$ cat src/rtl/dac_spi_tx.sv
// -----------------------------------------------------------------------------
// dac_spi_tx
//
// Serialises 12-bit DAC codes into 16-bit SPI write frames for an
// MCP4921-style serial DAC. Each accepted code becomes the frame
// {CFG_BITS, sample}, which is shifted out MSB first with SPI mode 0 timing
// (SCLK idles low and the DAC samples MOSI on the rising edge).
//
// Frame sequence: IDLE -> SETUP -> SHIFT (16 bits) -> HOLD -> [LDAC] -> GAP.
// SETUP, HOLD, LDAC and GAP each last CLK_DIV cycles. Each SCLK high phase
// and each SCLK low phase also lasts CLK_DIV cycles.
//
// Optional feature macro: DAC_SPI_TX_LDAC_EN
//   defined   : LDAC state present; dac_ldac_n_o pulses low for CLK_DIV
//               cycles right after CS_n rises.
//   undefined : no LDAC state; dac_ldac_n_o is tied low, so the DAC updates
//               on the CS_n rising edge.
//
// Parameters:
//   CLK_DIV  - SCLK half-period in sys_clk_i cycles (1..255, 0 is illegal)
//   CFG_BITS - command nibble sent ahead of the 12 data bits
//
// Ports:
//   sys_clk_i      - system clock, rising edge
//   sys_rst_n_i    - asynchronous active-low reset
//   sample_i       - 12-bit DAC code
//   sample_valid_i - sample_i is valid
//   sample_ready_o - block can accept a sample (only in IDLE)
//   busy_o         - frame in progress (any state other than IDLE)
//   dac_sclk_o     - SPI clock
//   dac_cs_n_o     - SPI chip select, active low
//   dac_mosi_o     - SPI data, MSB first
//   dac_ldac_n_o   - DAC latch strobe, active low
// All outputs come straight from flops.
// -----------------------------------------------------------------------------
module dac_spi_tx #(
  parameter int unsigned CLK_DIV  = 2,
  parameter logic [3:0]  CFG_BITS = 4'b0011
) (
  input  logic        sys_clk_i,
  input  logic        sys_rst_n_i,
  input  logic [11:0] sample_i,
  input  logic        sample_valid_i,
  output logic        sample_ready_o,
  output logic        busy_o,
  output logic        dac_sclk_o,
  output logic        dac_cs_n_o,
  output logic        dac_mosi_o,
  output logic        dac_ldac_n_o
);

  typedef enum logic [2:0] {
    ST_IDLE  = 3'd0,
    ST_SETUP = 3'd1,
    ST_SHIFT = 3'd2,
    ST_HOLD  = 3'd3,
    ST_LDAC  = 3'd4,
    ST_GAP   = 3'd5
  } state_e;

  localparam logic [7:0] DIV_LAST = 8'(CLK_DIV - 1);

  state_e      state_q,   state_d;
  logic [7:0]  div_cnt_q, div_cnt_d;
  logic [4:0]  bit_cnt_q, bit_cnt_d;
  logic [15:0] shift_q,   shift_d;
  logic        sclk_q,    sclk_d;
  logic        cs_n_q,    cs_n_d;
  logic        mosi_q,    mosi_d;
  logic        ready_q,   ready_d;
  logic        busy_q,    busy_d;
  logic        div_last;

  // Every non-IDLE phase ends when the half-period counter reaches CLK_DIV-1.
  assign div_last = (div_cnt_q == DIV_LAST);

`ifdef DAC_SPI_TX_LDAC_EN
  logic ldac_n_q, ldac_n_d;
`endif

  always_ff @(posedge sys_clk_i or negedge sys_rst_n_i) begin
    if (!sys_rst_n_i) begin
      state_q   <= ST_IDLE;
      div_cnt_q <= 8'd0;
      bit_cnt_q <= 5'd0;
      shift_q   <= 16'd0;
      sclk_q    <= 1'b0;
      cs_n_q    <= 1'b1;
      mosi_q    <= 1'b0;
      ready_q   <= 1'b1;
      busy_q    <= 1'b0;
    end else begin
      state_q   <= state_d;
      div_cnt_q <= div_cnt_d;
      bit_cnt_q <= bit_cnt_d;
      shift_q   <= shift_d;
      sclk_q    <= sclk_d;
      cs_n_q    <= cs_n_d;
      mosi_q    <= mosi_d;
      ready_q   <= ready_d;
      busy_q    <= busy_d;
    end
  end

`ifdef DAC_SPI_TX_LDAC_EN
  always_ff @(posedge sys_clk_i or negedge sys_rst_n_i) begin
    if (!sys_rst_n_i) begin
      ldac_n_q <= 1'b1;
    end else begin
      ldac_n_q <= ldac_n_d;
    end
  end
`endif

  // Next-state logic also computes the next value of every output flop, so
  // each output changes on the same edge as the state it belongs to.
  always_comb begin
    state_d   = state_q;
    div_cnt_d = div_cnt_q;
    bit_cnt_d = bit_cnt_q;
    shift_d   = shift_q;
    sclk_d    = sclk_q;
    cs_n_d    = cs_n_q;
    mosi_d    = mosi_q;
    ready_d   = ready_q;
    busy_d    = busy_q;
`ifdef DAC_SPI_TX_LDAC_EN
    ldac_n_d  = ldac_n_q;
`endif

    if (state_q != ST_IDLE) begin
      div_cnt_d = div_last ? 8'd0 : div_cnt_q + 8'd1;
    end

    case (state_q)
      ST_IDLE: begin
        if (sample_valid_i && ready_q) begin
          state_d   = ST_SETUP;
          shift_d   = {CFG_BITS, sample_i};
          mosi_d    = CFG_BITS[3];
          cs_n_d    = 1'b0;
          ready_d   = 1'b0;
          busy_d    = 1'b1;
          div_cnt_d = 8'd0;
          bit_cnt_d = 5'd0;
        end
      end

      ST_SETUP: begin
        if (div_last) begin
          state_d = ST_SHIFT;
          sclk_d  = 1'b1;
        end
      end

      ST_SHIFT: begin
        if (div_last) begin
          if (sclk_q) begin
            // Falling SCLK edge: present the next bit, except after the
            // last bit, where MOSI keeps its value through HOLD.
            sclk_d = 1'b0;
            if (bit_cnt_q != 5'd15) begin
              mosi_d  = shift_q[14];
              shift_d = {shift_q[14:0], 1'b0};
            end
          end else if (bit_cnt_q == 5'd15) begin
            state_d = ST_HOLD;
          end else begin
            sclk_d    = 1'b1;
            bit_cnt_d = bit_cnt_q + 5'd1;
          end
        end
      end

      ST_HOLD: begin
        if (div_last) begin
          cs_n_d  = 1'b1;
`ifdef DAC_SPI_TX_LDAC_EN
          state_d  = ST_LDAC;
          ldac_n_d = 1'b0;
`else
          state_d  = ST_GAP;
`endif
        end
      end

`ifdef DAC_SPI_TX_LDAC_EN
      ST_LDAC: begin
        if (div_last) begin
          state_d  = ST_GAP;
          ldac_n_d = 1'b1;
        end
      end
`endif

      ST_GAP: begin
        if (div_last) begin
          state_d   = ST_IDLE;
          ready_d   = 1'b1;
          busy_d    = 1'b0;
          mosi_d    = 1'b0;
          shift_d   = 16'd0;
          bit_cnt_d = 5'd0;
        end
      end

      default: begin
        // Unreachable encodings recover to a clean idle line.
        state_d   = ST_IDLE;
        div_cnt_d = 8'd0;
        bit_cnt_d = 5'd0;
        shift_d   = 16'd0;
        sclk_d    = 1'b0;
        cs_n_d    = 1'b1;
        mosi_d    = 1'b0;
        ready_d   = 1'b1;
        busy_d    = 1'b0;
      end
    endcase
  end

  assign sample_ready_o = ready_q;
  assign busy_o         = busy_q;
  assign dac_sclk_o     = sclk_q;
  assign dac_cs_n_o     = cs_n_q;
  assign dac_mosi_o     = mosi_q;
`ifdef DAC_SPI_TX_LDAC_EN
  assign dac_ldac_n_o   = ldac_n_q;
`else
  assign dac_ldac_n_o   = 1'b0;
`endif

endmodule

$ cat config.mk
export PLATFORM = sky130hd
export DESIGN_NAME = dac_spi_tx
export DESIGN_NICKNAME = d
export VERILOG_FILES = /design/src/rtl/dac_spi_tx.sv
export SDC_FILE = /design/constraint.sdc
export NUM_CORES = 1
export LEC_CHECK = 0
export CORE_MARGIN = 3
export CORE_UTILIZATION = 26
export DETAILED_ROUTE_END_ITERATION = 7
export GPL_TIMING_DRIVEN = 0
export PLACE_DENSITY = 0.54
export SLEW_MARGIN = 20
export SYNTH_ARGS = -nofsm -noshare
export SYNTH_HDL_FRONTEND = slang
export SYNTH_SLANG_ARGS = --single-unit
$ cat constraint.sdc
create_clock -name sys_clk_i -period 2.5 [get_ports sys_clk_i]
set_input_delay 0.5 -clock sys_clk_i [delete_from_list [all_inputs] [get_ports sys_clk_i]]
set_output_delay 0.5 -clock sys_clk_i [all_outputs]
set_load 0.01 [all_outputs]
==> reports/results.ini, run 1 <==
[sta]
fin_skew_ns = 0.00592
rsz0062_at_grt = no
relSlewSlack_pct = 43.5
hold_violations = 0
setup_viol = 0
fin_crit_sh_pct = 86.3
slew_violations = 0
worstMarginPinSlew_ns = 0.841
fin_setup_tns_ns = 0
fmax_mhz = 463
final.min_clock_period_ns = 2.16

[synth]
yosysTopAreaCell = dfrtp_1
async_reset_ff_share_pct = 100
synth_fp_nets = 208
ys_types = 46
yosys_warnings = 0
synth_common_cells = dfrtp_1 (34), nor2_1 (22), mux2i_1 (13), nand2_1 (11)
yosysMostFrequentCell = dfrtp_1
syn-mean-instance-area_um2 = 10.6
synth_ff_type = dfrtp_1
synth_edf_count = 0
yosys.area.top_type_share_pct = 42.5
yosysSeqAreaShare_pct = 45.2
postSynthCellCount = 189
synthesis.area_um2 = 2000
synthTopCellsByArea = dfrtp_1 (43%), mux2i_1 (6.5%), mux2_2 (4.5%)
ys_ff_latch = 36

[critical_path]
reg2reg_to = div_cnt_q[3]
cp_slowest_cell = nor3_1
path_max_fanout = 10
r2r_setup_slack_ns = 0.34
arrival_ns = 2.36
cp_cell_sequence = clkbuf_1 -> nor3_1 -> a21boi_0 -> a21oi_1
crit_type = reg2reg
crit_end = div_cnt_q[3]
start_kind = flip-flop
reg2regPathDepth = 4
cp_slowest_stage_delay_ns = 0.74
end_kind = flip-flop
required_ns = 2.70
crit-reg2reg-launch = state_q[0]
critPathLaunch = state_q[0]

[detailed_routing]
wl_um = 4170
drt_iter0_markers = 44
via_count = 1468
drc_errors = 0
final_antenna_net_count = 0
dr.pass1.iters = 4
viasPerCell = 4.65
wl_per_cell_um = 13.2

[clock_network]
cts.sinks = 36
cts-buffers-inserted = 5
cts_buffer_depth = 2
ctsHoldBuffers = 0
postCtsSetupBuffers = 0
root_buffer = clkbuf_8
cts_resized = 0
insertion_delay_ns = 0.28
clk_pin_slew_ns = 0.07
htreeDepth = 2
cts_tree = yes

[global_route]
grt_usage_pct = 10.6
grt-ovfl-total = 0
grt_pass1_vias = 1478
grt_max_degree = 24
grt_pass1_wl_um = 7320
antenna_found_initial = 0

[cells_and_area]
n_antenna_cell = 0
final_area_um2 = 2420
syn_to_final_growth_pct = 21.0
fin_nets = 235
fin_cells = 316
drive_above_1_share_pct = 15.7

[die]
start_util_pct = 27.1
core-area_um2 = 7370
ioPinCount = 21
die_y_um = 93.7
rows = 31
die_x_um = 93.7
dieArea_um2 = 8780

[placed_design]
gp_congestion = 0.747
hpwlAfterDp_um = 3040
dp.cells = 308
dpl_cell_area_um2 = 2330
io_buffers = 19

[outcome]
status = finished clean

[power_and_ir_drop]
p_total_uw = 1050
powerDensity_nw_per_um2 = 435
ir_drop_v = 0.000212
leakage_uw = 0.00111

[min_path]
hp-class = in2async

[run]
maxCapViolations = 0

==> report_power, final <==
part / total (µW) / internal, µW / leakage (µW) / switching, µW
Clock: 424 / 225 / 0.0000455 / 199
Sequential: 582 / 582 / 0.000433 / 0
Combinational: 47.8 / 27.3 / 0.000634 / 20.5
==> per-stage QoR <==
step,hold slack (ns),setup WS [ns],utilization (%)
2_1_floorplan,0.204,0.573,-
3_3_place_gp,0.469,0.00412,31.4
3_5_place_dp,0.428,0.233,31.6
4_1_cts,0.114,0.335,32.8
5_1_grt,0.127,0.0319,32.8
6_report,0.115,0.342,32.8
==> cells in the final DEF, fill, tap and decap left out, drive strengths merged, types with 2 or more instances in the layout <==
master	n
dfrtp	34
nor2	22
clkdlybuf4s50	18
mux2	14
mux2i	13
clkbuf	12
nand2	11
inv	8
and3	6
nor3	6
o21ai	6
buf	6
nand2b	5
a21oi	5
nand3	4
nand4	4
ha	4
xnor2	3
xor2	3
a21boi	3
a22o	2
or3	2
a211o	2
o221ai	2
o2bb2ai	2
a32o	2
o21a	2
o22a	2
dfstp	2
nor3b	2
==> worst max-delay path, delay by kind of cell (launching register included) <==
family	cells	cell delay (ns)
DFF	1	0.42
buffers and inverters	1	0.23
and+or+nand+nor	1	0.74
AOI/OAI and AO/OA	2	0.70
==> registers in the layout (all words and copies together), names as in the netlist <==
name            cells
sample_ready_o      1
dac_mosi_o          1
div_cnt_q           8
bit_cnt_q           5
shift_q            15
dac_cs_n_o          1
busy_o              1
state_q             3
dac_sclk_o          1
==> layer usage <==
metal  track usage (%)  vias to the layer above  part of all wire, %
li1                  -                      720                    -
met1              14.7                      722                   48
met2              16.0                       22                   47
met3              2.80                        4                  3.8
met4              3.61                        0                  1.2
met5                 0                        -                    0
==> worst min-delay path by stage <==
stage,to,slack (ns),depth (start not counted)
after floorplan,bit_cnt_q[0],0.20,0
after global placement,sample_ready_o,0.47,2
after detailed placement,div_cnt_q[2],0.43,1
after CTS,div_cnt_q[2],0.11,1
after global routing,div_cnt_q[4],0.13,1
final,div_cnt_q[4],0.12,1
==> final cells by class <==
| cell class | instances | area [µm²] |
|---|---|---|
| fill | 788 | 4950 |
| multi-input combinational | 137 | 1020 |
| sequential | 36 | 903 |
| timing repair buffer | 20 | 205 |
| tap | 99 | 124 |
| clock buffer | 8 | 90.1 |
| buffer | 8 | 50.0 |
| inverter | 8 | 30.0 |
==> logic make-up after synthesis <==
group                    after synthesis  synth area share (%)
adder cells (fa/ha/maj)                4                  2.50
multiplexers                          27                  15.5
other                                  1                 0.187
AO/OA/AOI/OAI                         32                  12.3
buffers and inverters                 16                  4.00
AND/OR/NAND/NOR                       67                  17.8
flip-flops                            36                  45.2
XOR/XNOR                               6                  2.63
Power figures use the tool's default switching activity.
==> run 2: changes to the inputs <==
==> constraint.sdc (replaced) <==
create_clock -name sys_clk_i -period 2.5 [get_ports sys_clk_i]
set_input_delay 0.5 -clock sys_clk_i [delete_from_list [all_inputs] [get_ports sys_clk_i]]
set_output_delay 0.5 -clock sys_clk_i [all_outputs]
set_load 0.05 [all_outputs]
==> results of run 2 <==
Same layout as run 1 (identical final DEF). Status: finished clean.
Main changes from that run: total power 1050 µW -> 1060 µW
==> run 3: changes to the inputs <==
--- a/config.mk
+++ b/config.mk
@@ -7,6 +7,8 @@
 export LEC_CHECK = 0
 export CORE_MARGIN = 3
 export CORE_UTILIZATION = 26
+export CTS_BUF_LIST = sky130_fd_sc_hd__clkbuf_4
+export CTS_CLUSTER_SIZE = 28
 export DETAILED_ROUTE_END_ITERATION = 7
 export GPL_TIMING_DRIVEN = 0
 export PLACE_DENSITY = 0.54
==> reports/results.ini, run 3 (synthesis results as in run 1) <==
[outcome]
status = finished clean

[sta]
worstMarginPinSlew_ns = 0.841  ; -0.000762 ns
relSlewSlack_pct = 43.5  ; +0.051 points
final.min_clock_period_ns = 2.20  ; +0.0447 ns
fin_skew_ns = 0.0114  ; +0.00545 ns
hold_violations = 0  ; unchanged
setup_viol = 0  ; unchanged
fin_setup_tns_ns = 0  ; unchanged
rsz0062_at_grt = no
fmax_mhz = 454  ; -2.0%
slew_violations = 0  ; unchanged
fin_crit_sh_pct = 88.1  ; +1.8 points

[placed_design]
dp.cells = 308  ; unchanged
dpl_cell_area_um2 = 2330  ; unchanged
hpwlAfterDp_um = 3040  ; unchanged
io_buffers = 19  ; unchanged
gp_congestion = 0.747  ; unchanged

[global_route]
grt_usage_pct = 10.6  ; unchanged
use_met3_pct = 2.80  ; unchanged
grt_pass1_wl_um = 7300  ; -0.27%
grt-ovfl-total = 0  ; unchanged
grt_max_degree = 24  ; unchanged
grt.met1_usage_pct = 14.6  ; -0.10 points
met2_usage_pct = 16.0  ; -0.059 points
grt_pass1_vias = 1485  ; +0.47%
busiest_layer = met2
antenna_found_initial = 0  ; unchanged

[cells_and_area]
drive_above_1_share_pct = 16.1  ; +0.46 points
mostFrequentLayoutCell = dfrtp_1
fin_cells = 316  ; unchanged
n_antenna_cell = 0  ; unchanged
final_area_um2 = 2390  ; -1.4%
largest_reg_flops = 15  ; unchanged
multi_input_area_um2 = 1020  ; unchanged
regArea_um2 = 903  ; unchanged
top_regs = shift_q (15), div_cnt_q (8), bit_cnt_q (5)
utilization_pct = 32.4  ; -0.46 points
syn_to_final_growth_pct = 19.3
fillers = 789  ; +0.13%
mostFrequentLayoutCells = dfrtp_1 (34), nor2_1 (22), clkdlybuf4s50_1 (18)
regMostFlops = shift_q
fin_nets = 235  ; unchanged

[power_and_ir_drop]
leakage_uw = 0.00110  ; -1.1%
powerDensity_nw_per_um2 = 399
p_total_uw = 953
ir_drop_v = 0.000212  ; about the same

[die]
dieArea_um2 = 8780  ; unchanged
start_util_pct = 27.1  ; unchanged
rows = 31  ; unchanged
ioPinCount = 21  ; unchanged
die_y_um = 93.7  ; unchanged
die_x_um = 93.7  ; unchanged
core-area_um2 = 7370  ; unchanged

[detailed_routing]
wl_um = 4170  ; unchanged
drc_errors = 0  ; unchanged
viasPerCell = 4.65  ; unchanged
drt_iter0_markers = 37  ; -16%
dr.pass1.iters = 4  ; unchanged
final_antenna_net_count = 0  ; unchanged
wl_per_cell_um = 13.2  ; unchanged
via_count = 1468  ; unchanged

[min_path]
hp-class = in2async

[critical_path]
critPathTopFamily = buffers and inverters
cp.depth = 1  ; -3
crit-reg2reg-launch = state_q[2]
end_kind = output pin
reg2reg_to = div_cnt_q[3]
r2r_setup_slack_ns = 0.33  ; about the same
crit_type = reg2out
start_kind = flip-flop
worst-path-buf-inv = 1  ; unchanged
crit_end = dac_cs_n_o
arrival_ns = 1.70  ; -0.66 ns
critPathLaunch = dac_cs_n_o
reg2regPathDepth = 4  ; unchanged
cp_cell_sequence = clkdlybuf4s50_1
cp_slowest_cell = clkdlybuf4s50_1
cp_slowest_stage_delay_ns = 0.81  ; +0.07 ns
path_max_fanout = 4  ; -6
required_ns = 2.00  ; -0.70 ns

[clock_network]
htreeDepth = 2  ; unchanged
ctsHoldBuffers = 0  ; unchanged
cts_resized = 0  ; unchanged
cts.sinks = 36  ; unchanged
root_buffer = clkbuf_4
postCtsSetupBuffers = 0  ; unchanged
cts_buffer_depth = 2  ; unchanged
cts-buffers-inserted = 5  ; unchanged
clk_pin_slew_ns = 0.11  ; +0.04 ns
insertion_delay_ns = 0.33  ; +0.05 ns
cts_tree = yes

[run]
maxCapViolations = 0  ; unchanged

==> run 3: through the flow <==
stage	setup slack [ns]	hold slack [ns]
4_1_cts	0.278	0.0472
3_3_place_gp	0.00412	0.469
6_report	0.297	0.0508
3_5_place_dp	0.233	0.428
2_1_floorplan	0.554	0.204
5_1_grt	0.0280	0.0477
==> run 3: how the worst min path moves through the flow <==
stage | slack (ns) | from | cells past startpoint | to
CTS | 0.05 | sys_rst_n_i | 1 | div_cnt_q[2]
finish | 0.05 | sys_rst_n_i | 1 | div_cnt_q[4]
floorplan | 0.20 | sys_rst_n_i | 0 | bit_cnt_q[0]
detailed placement | 0.43 | sys_rst_n_i | 1 | div_cnt_q[2]
global route | 0.05 | sys_rst_n_i | 1 | div_cnt_q[4]
global placement | 0.47 | sample_ready_o | 2 | sample_ready_o
==> run 3: area by class of cell <==
class	count	share of cell area (%)
sequential	36	37.9
clock inverter	1	0.157
timing repair buffer	20	8.60
buffer	8	2.10
tap	99	5.19
inverter	8	1.26
multi-input combinational	137	42.6
clock buffer	7	2.20
==> run 3: routing by layer <==
layer  wire, µm  vias up
met3        154        4
met4         54        0
li1           -      722
met5          0        -
met2       1890       17
met1       2070      725
==> run 3: power breakdown <==
| group | internal [µW] | switching (µW) | leakage (µW) |
|---|---|---|---|
| sequential | 582 | 0 | 0.000433 |
| clock | 130 | 190 | 0.0000338 |
| combinational | 27.4 | 23.2 | 0.000634 |
